## src/rtl/ntt_bram_pkg.sv

```systemverilog
// Shared definitions for the NTT BRAM responder: default geometry of the
// word store and the host-side sequencer state encoding.
package ntt_bram_pkg;

   localparam int DATA_W_DEF = 64;  // word width in bits
   localparam int DEPTH_DEF  = 64;  // words, equals the NTT point count
   localparam int ADDR_W_DEF = 10;  // byte-address width of port 0
   localparam int RD_LAT_DEF = 2;   // port-0 read latency in clk edges

   typedef enum logic [2:0] {
      IDLE,
      LOAD,
      UNLOAD_RD,
      UNLOAD_WAIT,
      UNLOAD_OUT
   } state_t;

endpackage

```

## src/rtl/bram_sp_array.sv

```systemverilog
// DEPTH x DATA_W word store with one write port and one read port whose
// result is delivered RD_LAT clk edges after the request. The read port is
// shared by two requesters, each with its own output register:
//   clk, rst_n        : clock, asynchronous active-low reset
//   wr_en/idx/data    : write port (write lands on the same edge)
//   rd_idx            : word read by whichever requester is active
//   rd_p0, rd_p0_zero : port-0 read request; zero forces a 0 result
//   rd_fsm            : host sequencer read request
//   p0_clr            : clears the port-0 lane and its output register
//   p0_data, fsm_data : per-requester read results, held until replaced
// RD_LAT must be at least 2: one array-capture stage plus RD_LAT-2 extra
// stages feed the final output registers.
module bram_sp_array
   import ntt_bram_pkg::*;
#(
   parameter int DATA_W = DATA_W_DEF,
   parameter int DEPTH  = DEPTH_DEF,
   parameter int RD_LAT = RD_LAT_DEF,
   localparam int IDX_W = $clog2(DEPTH)
) (
   input  logic              clk,
   input  logic              rst_n,
   input  logic              wr_en,
   input  logic [IDX_W-1:0]  wr_idx,
   input  logic [DATA_W-1:0] wr_data,
   input  logic [IDX_W-1:0]  rd_idx,
   input  logic              rd_p0,
   input  logic              rd_p0_zero,
   input  logic              rd_fsm,
   input  logic              p0_clr,
   output logic [DATA_W-1:0] p0_data,
   output logic [DATA_W-1:0] fsm_data
);

   localparam int NS = RD_LAT - 1;

   logic [DATA_W-1:0] mem [DEPTH];

   logic [DATA_W-1:0] pipe_data_d [NS];
   logic [DATA_W-1:0] pipe_data_q [NS];
   logic [NS-1:0]     p0_v_d, p0_v_q;
   logic [NS-1:0]     p0_z_d, p0_z_q;
   logic [NS-1:0]     fsm_v_d, fsm_v_q;
   logic [DATA_W-1:0] p0_data_d, p0_data_q;
   logic [DATA_W-1:0] fsm_data_d, fsm_data_q;

   // Storage is deliberately not reset.
   always_ff @(posedge clk) begin
      if (wr_en) mem[wr_idx] <= wr_data;
   end

   always_comb begin
      pipe_data_d[0] = mem[rd_idx];
      p0_v_d[0]      = rd_p0 & ~p0_clr;
      p0_z_d[0]      = rd_p0_zero;
      fsm_v_d[0]     = rd_fsm;
      for (int i = 1; i < NS; i++) begin
         pipe_data_d[i] = pipe_data_q[i-1];
         p0_v_d[i]      = p0_v_q[i-1] & ~p0_clr;
         p0_z_d[i]      = p0_z_q[i-1];
         fsm_v_d[i]     = fsm_v_q[i-1];
      end
      // Each output register only changes when its own read completes.
      p0_data_d = p0_data_q;
      if (p0_clr) begin
         p0_data_d = '0;
      end else if (p0_v_q[NS-1]) begin
         p0_data_d = p0_z_q[NS-1] ? '0 : pipe_data_q[NS-1];
      end
      fsm_data_d = fsm_v_q[NS-1] ? pipe_data_q[NS-1] : fsm_data_q;
   end

   always_ff @(posedge clk) begin
      for (int i = 0; i < NS; i++) pipe_data_q[i] <= pipe_data_d[i];
   end

   always_ff @(posedge clk or negedge rst_n) begin
      if (!rst_n) begin
         p0_v_q     <= '0;
         p0_z_q     <= '0;
         fsm_v_q    <= '0;
         p0_data_q  <= '0;
         fsm_data_q <= '0;
      end else begin
         p0_v_q     <= p0_v_d;
         p0_z_q     <= p0_z_d;
         fsm_v_q    <= fsm_v_d;
         p0_data_q  <= p0_data_d;
         fsm_data_q <= fsm_data_d;
      end
   end

   assign p0_data  = p0_data_q;
   assign fsm_data = fsm_data_q;

endmodule

```

## src/rtl/ntt_bram_responder.sv

```systemverilog
// BRAM-style word store for an NTT engine (port 0, byte addressed) with a
// host sequencer that bulk-loads it from a valid/ready input stream and
// bulk-unloads it to a valid/ready output stream.
//   clk, rst                      : single clock, asynchronous active-low reset
//   BRAM_addr_0/din_0/dout_0      : engine port; word index = addr[ADDR_W-1:2]
//   BRAM_en_0/we_0/rst_0          : enable, write enable, output-register clear
//   s_valid/s_ready/s_data        : load stream into the store
//   m_valid/m_ready/m_data        : unload stream out of the store
//   load_start, unload_start      : one-cycle command pulses, honoured in IDLE
//   busy, load_done, unload_done  : sequencer status, done are 1-cycle pulses
//   addr_err                      : sticky out-of-range port-0 access flag
//   dbg_state                     : current sequencer state
// Stream handshakes: a beat transfers on a rising edge where valid and ready
// are both high; m_valid and m_data stay put until that edge.
module ntt_bram_responder
   import ntt_bram_pkg::*;
#(
   parameter int DATA_W = DATA_W_DEF,
   parameter int DEPTH  = DEPTH_DEF,
   parameter int ADDR_W = ADDR_W_DEF,
   parameter int RD_LAT = RD_LAT_DEF
) (
   input  logic              clk,
   input  logic              rst,
   input  logic [ADDR_W-1:0] BRAM_addr_0,
   input  logic [DATA_W-1:0] BRAM_din_0,
   output logic [DATA_W-1:0] BRAM_dout_0,
   input  logic              BRAM_en_0,
   input  logic              BRAM_we_0,
   input  logic              BRAM_rst_0,
   input  logic              s_valid,
   output logic              s_ready,
   input  logic [DATA_W-1:0] s_data,
   output logic              m_valid,
   input  logic              m_ready,
   output logic [DATA_W-1:0] m_data,
   input  logic              load_start,
   input  logic              unload_start,
   output logic              busy,
   output logic              load_done,
   output logic              unload_done,
   output logic              addr_err,
   output logic [2:0]        dbg_state
);

   localparam int IDX_W  = $clog2(DEPTH);
   localparam int WORD_W = ADDR_W - 2;
   localparam int WAIT_W = (RD_LAT > 2) ? $clog2(RD_LAT) : 1;

   logic [WORD_W-1:0] p0_word;
   logic [IDX_W-1:0]  p0_idx;
   logic              p0_in_range;
   logic              unused_addr_lsb;

   assign p0_word         = BRAM_addr_0[ADDR_W-1:2];
   assign p0_idx          = p0_word[IDX_W-1:0];
   assign p0_in_range     = (32'(p0_word) < 32'(DEPTH));
   assign unused_addr_lsb = ^BRAM_addr_0[1:0];

   state_t            state_d, state_q;
   logic [IDX_W-1:0]  cnt_d, cnt_q;
   logic [WAIT_W-1:0] wait_d, wait_q;
   logic              s_ready_d, s_ready_q;
   logic              m_valid_d, m_valid_q;
   logic              busy_d, busy_q;
   logic              load_done_d, load_done_q;
   logic              unload_done_d, unload_done_q;
   logic              addr_err_d, addr_err_q;
   logic              fsm_wr, fsm_rd;

   always_comb begin
      state_d       = state_q;
      cnt_d         = cnt_q;
      wait_d        = wait_q;
      load_done_d   = 1'b0;
      unload_done_d = 1'b0;
      fsm_wr        = 1'b0;
      fsm_rd        = 1'b0;
      case (state_q)
         IDLE: begin
            // A simultaneous unload request loses to load and is discarded.
            if (load_start)        state_d = LOAD;
            else if (unload_start) state_d = UNLOAD_RD;
         end
         LOAD: begin
            if (s_valid && s_ready_q) begin
               fsm_wr = 1'b1;
               if (cnt_q == IDX_W'(DEPTH - 1)) begin
                  cnt_d       = '0;
                  load_done_d = 1'b1;
                  state_d     = IDLE;
               end else begin
                  cnt_d = cnt_q + 1'b1;
               end
            end
         end
         UNLOAD_RD: begin
            fsm_rd  = 1'b1;
            wait_d  = '0;
            state_d = UNLOAD_WAIT;
         end
         UNLOAD_WAIT: begin
            if (wait_q == WAIT_W'(RD_LAT - 2)) state_d = UNLOAD_OUT;
            else                               wait_d  = wait_q + 1'b1;
         end
         UNLOAD_OUT: begin
            if (m_ready) begin
               if (cnt_q == IDX_W'(DEPTH - 1)) begin
                  cnt_d         = '0;
                  unload_done_d = 1'b1;
                  state_d       = IDLE;
               end else begin
                  cnt_d   = cnt_q + 1'b1;
                  state_d = UNLOAD_RD;
               end
            end
         end
         default: state_d = IDLE;
      endcase
      // Status outputs are registered copies of the next-state decode.
      busy_d     = (state_d != IDLE);
      s_ready_d  = (state_d == LOAD);
      m_valid_d  = (state_d == UNLOAD_OUT);
      // Engine accesses while the sequencer owns the store never flag errors.
      addr_err_d = addr_err_q | (BRAM_en_0 & ~busy_q & ~p0_in_range);
   end

   always_ff @(posedge clk or negedge rst) begin
      if (!rst) begin
         state_q       <= IDLE;
         cnt_q         <= '0;
         wait_q        <= '0;
         s_ready_q     <= 1'b0;
         m_valid_q     <= 1'b0;
         busy_q        <= 1'b0;
         load_done_q   <= 1'b0;
         unload_done_q <= 1'b0;
         addr_err_q    <= 1'b0;
      end else begin
         state_q       <= state_d;
         cnt_q         <= cnt_d;
         wait_q        <= wait_d;
         s_ready_q     <= s_ready_d;
         m_valid_q     <= m_valid_d;
         busy_q        <= busy_d;
         load_done_q   <= load_done_d;
         unload_done_q <= unload_done_d;
         addr_err_q    <= addr_err_d;
      end
   end

   // The sequencer owns both array ports while busy; engine reads still
   // travel down the pipeline but come back as zero.
   logic              arr_wr_en;
   logic [IDX_W-1:0]  arr_idx;
   logic [DATA_W-1:0] arr_wr_data;

   assign arr_wr_en   = busy_q ? fsm_wr : (BRAM_en_0 & BRAM_we_0 & p0_in_range);
   assign arr_idx     = busy_q ? cnt_q  : p0_idx;
   assign arr_wr_data = busy_q ? s_data : BRAM_din_0;

   bram_sp_array #(
      .DATA_W (DATA_W),
      .DEPTH  (DEPTH),
      .RD_LAT (RD_LAT)
   ) u_array (
      .clk        (clk),
      .rst_n      (rst),
      .wr_en      (arr_wr_en),
      .wr_idx     (arr_idx),
      .wr_data    (arr_wr_data),
      .rd_idx     (arr_idx),
      .rd_p0      (BRAM_en_0 & ~BRAM_we_0),
      .rd_p0_zero (busy_q | ~p0_in_range),
      .rd_fsm     (fsm_rd),
      .p0_clr     (BRAM_rst_0),
      .p0_data    (BRAM_dout_0),
      .fsm_data   (m_data)
   );

   assign s_ready     = s_ready_q;
   assign m_valid     = m_valid_q;
   assign busy        = busy_q;
   assign load_done   = load_done_q;
   assign unload_done = unload_done_q;
   assign addr_err    = addr_err_q;
   assign dbg_state   = state_q;

endmodule

```

## config.mk

```make
export PLATFORM = sky130hd
export DESIGN_NAME = ntt_bram_responder
export DESIGN_NICKNAME = d
export VERILOG_FILES = /design/src/rtl/ntt_bram_pkg.sv /design/src/rtl/bram_sp_array.sv /design/src/rtl/ntt_bram_responder.sv
export SDC_FILE = /design/constraint.sdc
export NUM_CORES = 2
export LEC_CHECK = 0
export CAP_MARGIN = 20
export CORE_MARGIN = 2
export CORE_UTILIZATION = 32
export DETAILED_ROUTE_END_ITERATION = 10
export PLACE_DENSITY = 0.54
export SLEW_MARGIN = 20
export SYNTH_ARGS = -nofsm -noshare
export SYNTH_HDL_FRONTEND = slang
export SYNTH_HIERARCHICAL = 1
export SYNTH_MEMORY_MAX_BITS = 65536
export SYNTH_SLANG_ARGS = --single-unit
```

## constraint.sdc

```tcl
create_clock -name clk -period 16 [get_ports clk]
set_clock_uncertainty 0.15 [all_clocks]
set_input_delay 3.2 -clock clk [delete_from_list [all_inputs] [get_ports clk]]
set_output_delay 3.2 -clock clk [all_outputs]
set_load 0.01 [all_outputs]
```

==> impl_metrics.toml <==
[outcome]
run_status = "completed"

[global_routing]
grt_max_degree = 129
grt_pass1_vias = 80100
grt_pass1_wl_mm = 643
gr-total-overflow = 0
track_usage_pct = 17.8
antenna_found_initial = 27

[pwr]
p_clk_share_pct = 29.1
power_frac_comb_pct = 30.4
internal_power_w = 0.0234
leakagePower_nw = 58.1
pwr_density_cell_nw_per_um2 = 182
switching_power_w = 0.0109
power_frac_seq_pct = 40.5
p_total_w = 0.0343
switching_share_pct = 31.7
irDropWorstVdd_mv = 0.158

[setup_path]
worstPathArrival_ns = 8.75
critPathRequiredTime_ns = 16.42
timing_worst_setup_path_type = "in -> reg"
crit_fanout = 58
cp-start-kind = "primary input"
worst_setup_path_end_kind = "flop"

[final_layout]
fillers = 45400
final_cells = 14600
seq_area_um2 = 128000
multi_input_area_um2 = 33200
most-common-layout-cells = "4,096 x edfxtp_1, 1,023 x mux4_2, 440 x clkbuf_16"
final_nets = 7676
layout_commonest_cell = "edfxtp_1"
layout-drive-gt1-share_pct = 26.9
synthToLayoutAreaGrowth_pct = 15.9

[routing]
postRouteAntennaNets = 0
wl_per_cell_um = 32.0
dr.pass1.iters = 5
remaining_drc_errors = 0
finalWirelength_mm = 468
via_per_inst = 5.41
drt_iter0_drc = 9827
routed-via-count = 79100

[sta]
finalHoldViolCount = 0
rsz0062_at_grt = "false"
setup_viol = 0
fin_ws_ns = 7.67
max_slew_margin_pct = 23.5
period_share_pct = 52.1
maxSlewViolCount = 0
worst_pin_slew_ns = 1.15
max_freq_mhz = 120
setup_tns_ns = 0
fin_crit_ns = 8.33

[synth]
syn_nets = 7110
ys_ff_latch = 4306
ys_types = 54
synth_area_leader_cell = "edfxtp_1"
synth_top_area_share_pct = 75.7
synth_cells = 6962
synthTopCellsByArea = "edfxtp_1 76%, mux4_2 14%, dfrtp_1 2.2%"
synth-edff-count = 4096
syn_area_um2 = 163000
synthArstFlopShare_pct = 3.39
avgSynthCellArea_um2 = 23.3
dominantRegCellSynth = "edfxtp_1"
yosysSeqAreaShare_pct = 78.7
yosys_warnings = 6

[cts]
clkSinkCount = 4306
clkLatencyLatePin_ns = 1.04
postCtsResizedCells = 0
root_buffer = "clkbuf_16"
clk_pin_slew_ns = 0.06
cts_inserted_buffers = 439
post_cts_buffers = 0
postCtsHoldBufs = 0
cts_tree = "built"
cts_buffer_depth = 4
htree_levels = 5

[placement]
portBuffers = 281
placedCellCount = 13800
hpwl_mm = 248
gp_congestion = 0.742
dp_slack_ns = 6.61

[die]
core-area_um2 = 506000
die_area_um2 = 514000
pin_count = 284
die_w_um = 717
placementRows = 261
die_y_um = 717
initial_core_util_pct = 32.2

[run]
maxCapViolations = 0

[min_path]
hold_path_class = "reg -> reg"
power groups by stage:
stage | logic (W) | clock network, W | registers [W]
4_1_cts | 0.0105 | 0.0102 | 0.0139
3_5_place_dp | 0.0105 | 0 | 0.0141
2_1_floorplan | 0.00702 | 0 | 0.0140
5_1_grt | 0.0110 | 0.0106 | 0.0139
6_report | 0.0104 | 0.00997 | 0.0139
3_3_place_gp | 0.0104 | 0 | 0.0141
cells in the mapped netlist (2+ instances only):
master	number
a2111oi_2	19
nand4_1	3
a22oi_1	256
o21ai_0	5
a22o_1	64
o221ai_1	65
nor3_1	4
nand2_1	40
or2_2	3
nor3b_1	3
buf_6	35
mux2i_1	130
and3_2	2
and2_1	2
mux2_2	136
nand3_1	96
nand2b_1	10
o22ai_1	105
edfxtp_1	4096
a31oi_1	20
a211oi_1	20
mux4_2	1023
a21oi_1	28
nand4b_1	2
nor2_1	91
dfrtp_1	146
nand3b_1	6
clkbuf_1	159
buf_2	148
nor2b_1	52
or3_1	4
and3_1	21
o21bai_1	2
dfxtp_1	64
o211a_1	23
or3b_2	2
buf_1	9
buf_4	52
cells by family after synthesis:
kind of cell / after synthesis / share of synthesized area [%]
compound gates: 613 / 2.92
xor+xnor: 2 / 0.0108
fa+ha+maj: 1 / 0.00770
buf+inv: 405 / 1.33
flops: 4306 / 78.7
mux: 1290 / 15.9
simple gates: 345 / 1.09
sequential cells by signal, indices dropped and copies added, names as in the netlist, 3 cells and up:
signal,flops
u_array/mem,4096
u_array/p0_data,64
u_array/pipe_data_q,64
cnt_q,6
u_array/fsm_data,64
dbg_state,3
final cells by class:
cell class,instances,area share [%]
Antenna cell,12,0.0159
Clock buffer,570,6.20
Clock inverter,243,1.18
Tap cell,6706,4.45
Timing Repair Buffer,529,2.60
Inverter,1,0.00199
Multi-Input combinational cell,2251,17.6
Sequential cell,4306,67.9
routing by layer:
layer	vias up	GRT usage (%)	share of wire [%]
met5	-	0	0.0028
met4	2	4.44	2.6
met3	642	3.14	8.1
met2	3458	29.4	48
met1	43800	24.5	41
li1	31100	-	-
worst max-delay path, cell delays in order:
cell and delay, ns:
clkdlybuf4s50_1 0.70, mux2_8 0.65, buf_4 0.70, nand4_1 0.97, nor2_4 0.98, buf_4 0.59, buf_4 0.68
final timing paths:
path	startpoint	depth (start not counted)	slack, ns	to
worst max-delay path	BRAM_addr_0[3]	7	7.67	u_array/mem[39][54]$_DFFE_PP_
worst min-delay path	u_array/pipe_data_q[0][59]$_DFF_P_	1	0.31	u_array/fsm_data[59]$_DFFE_PN0P_
worst max register to register	busy$_DFF_PN0_	6	9.59	u_array/mem[39][54]$_DFFE_PP_
worst min register to register	u_array/pipe_data_q[0][59]$_DFF_P_	1	0.31	u_array/fsm_data[59]$_DFFE_PN0P_
max in group asynchronous	rst	2	12.28	u_array/fsm_data[3]$_DFFE_PN0P_
min in group asynchronous	rst	1	2.06	u_array/p0_data[30]$_DFFE_PN0P_
per-stage QoR:
stage	util (%)	hold WS, ns	cell area [um^2]
after floorplan	-	0.294	163000
after global placement	34.4	0.305	174000
after detailed placement	34.5	0.305	174000
after CTS	37.2	0.293	188000
after global routing	37.3	0.318	188000
final	37.3	0.312	188000
Power figures use the tool's default switching activity.
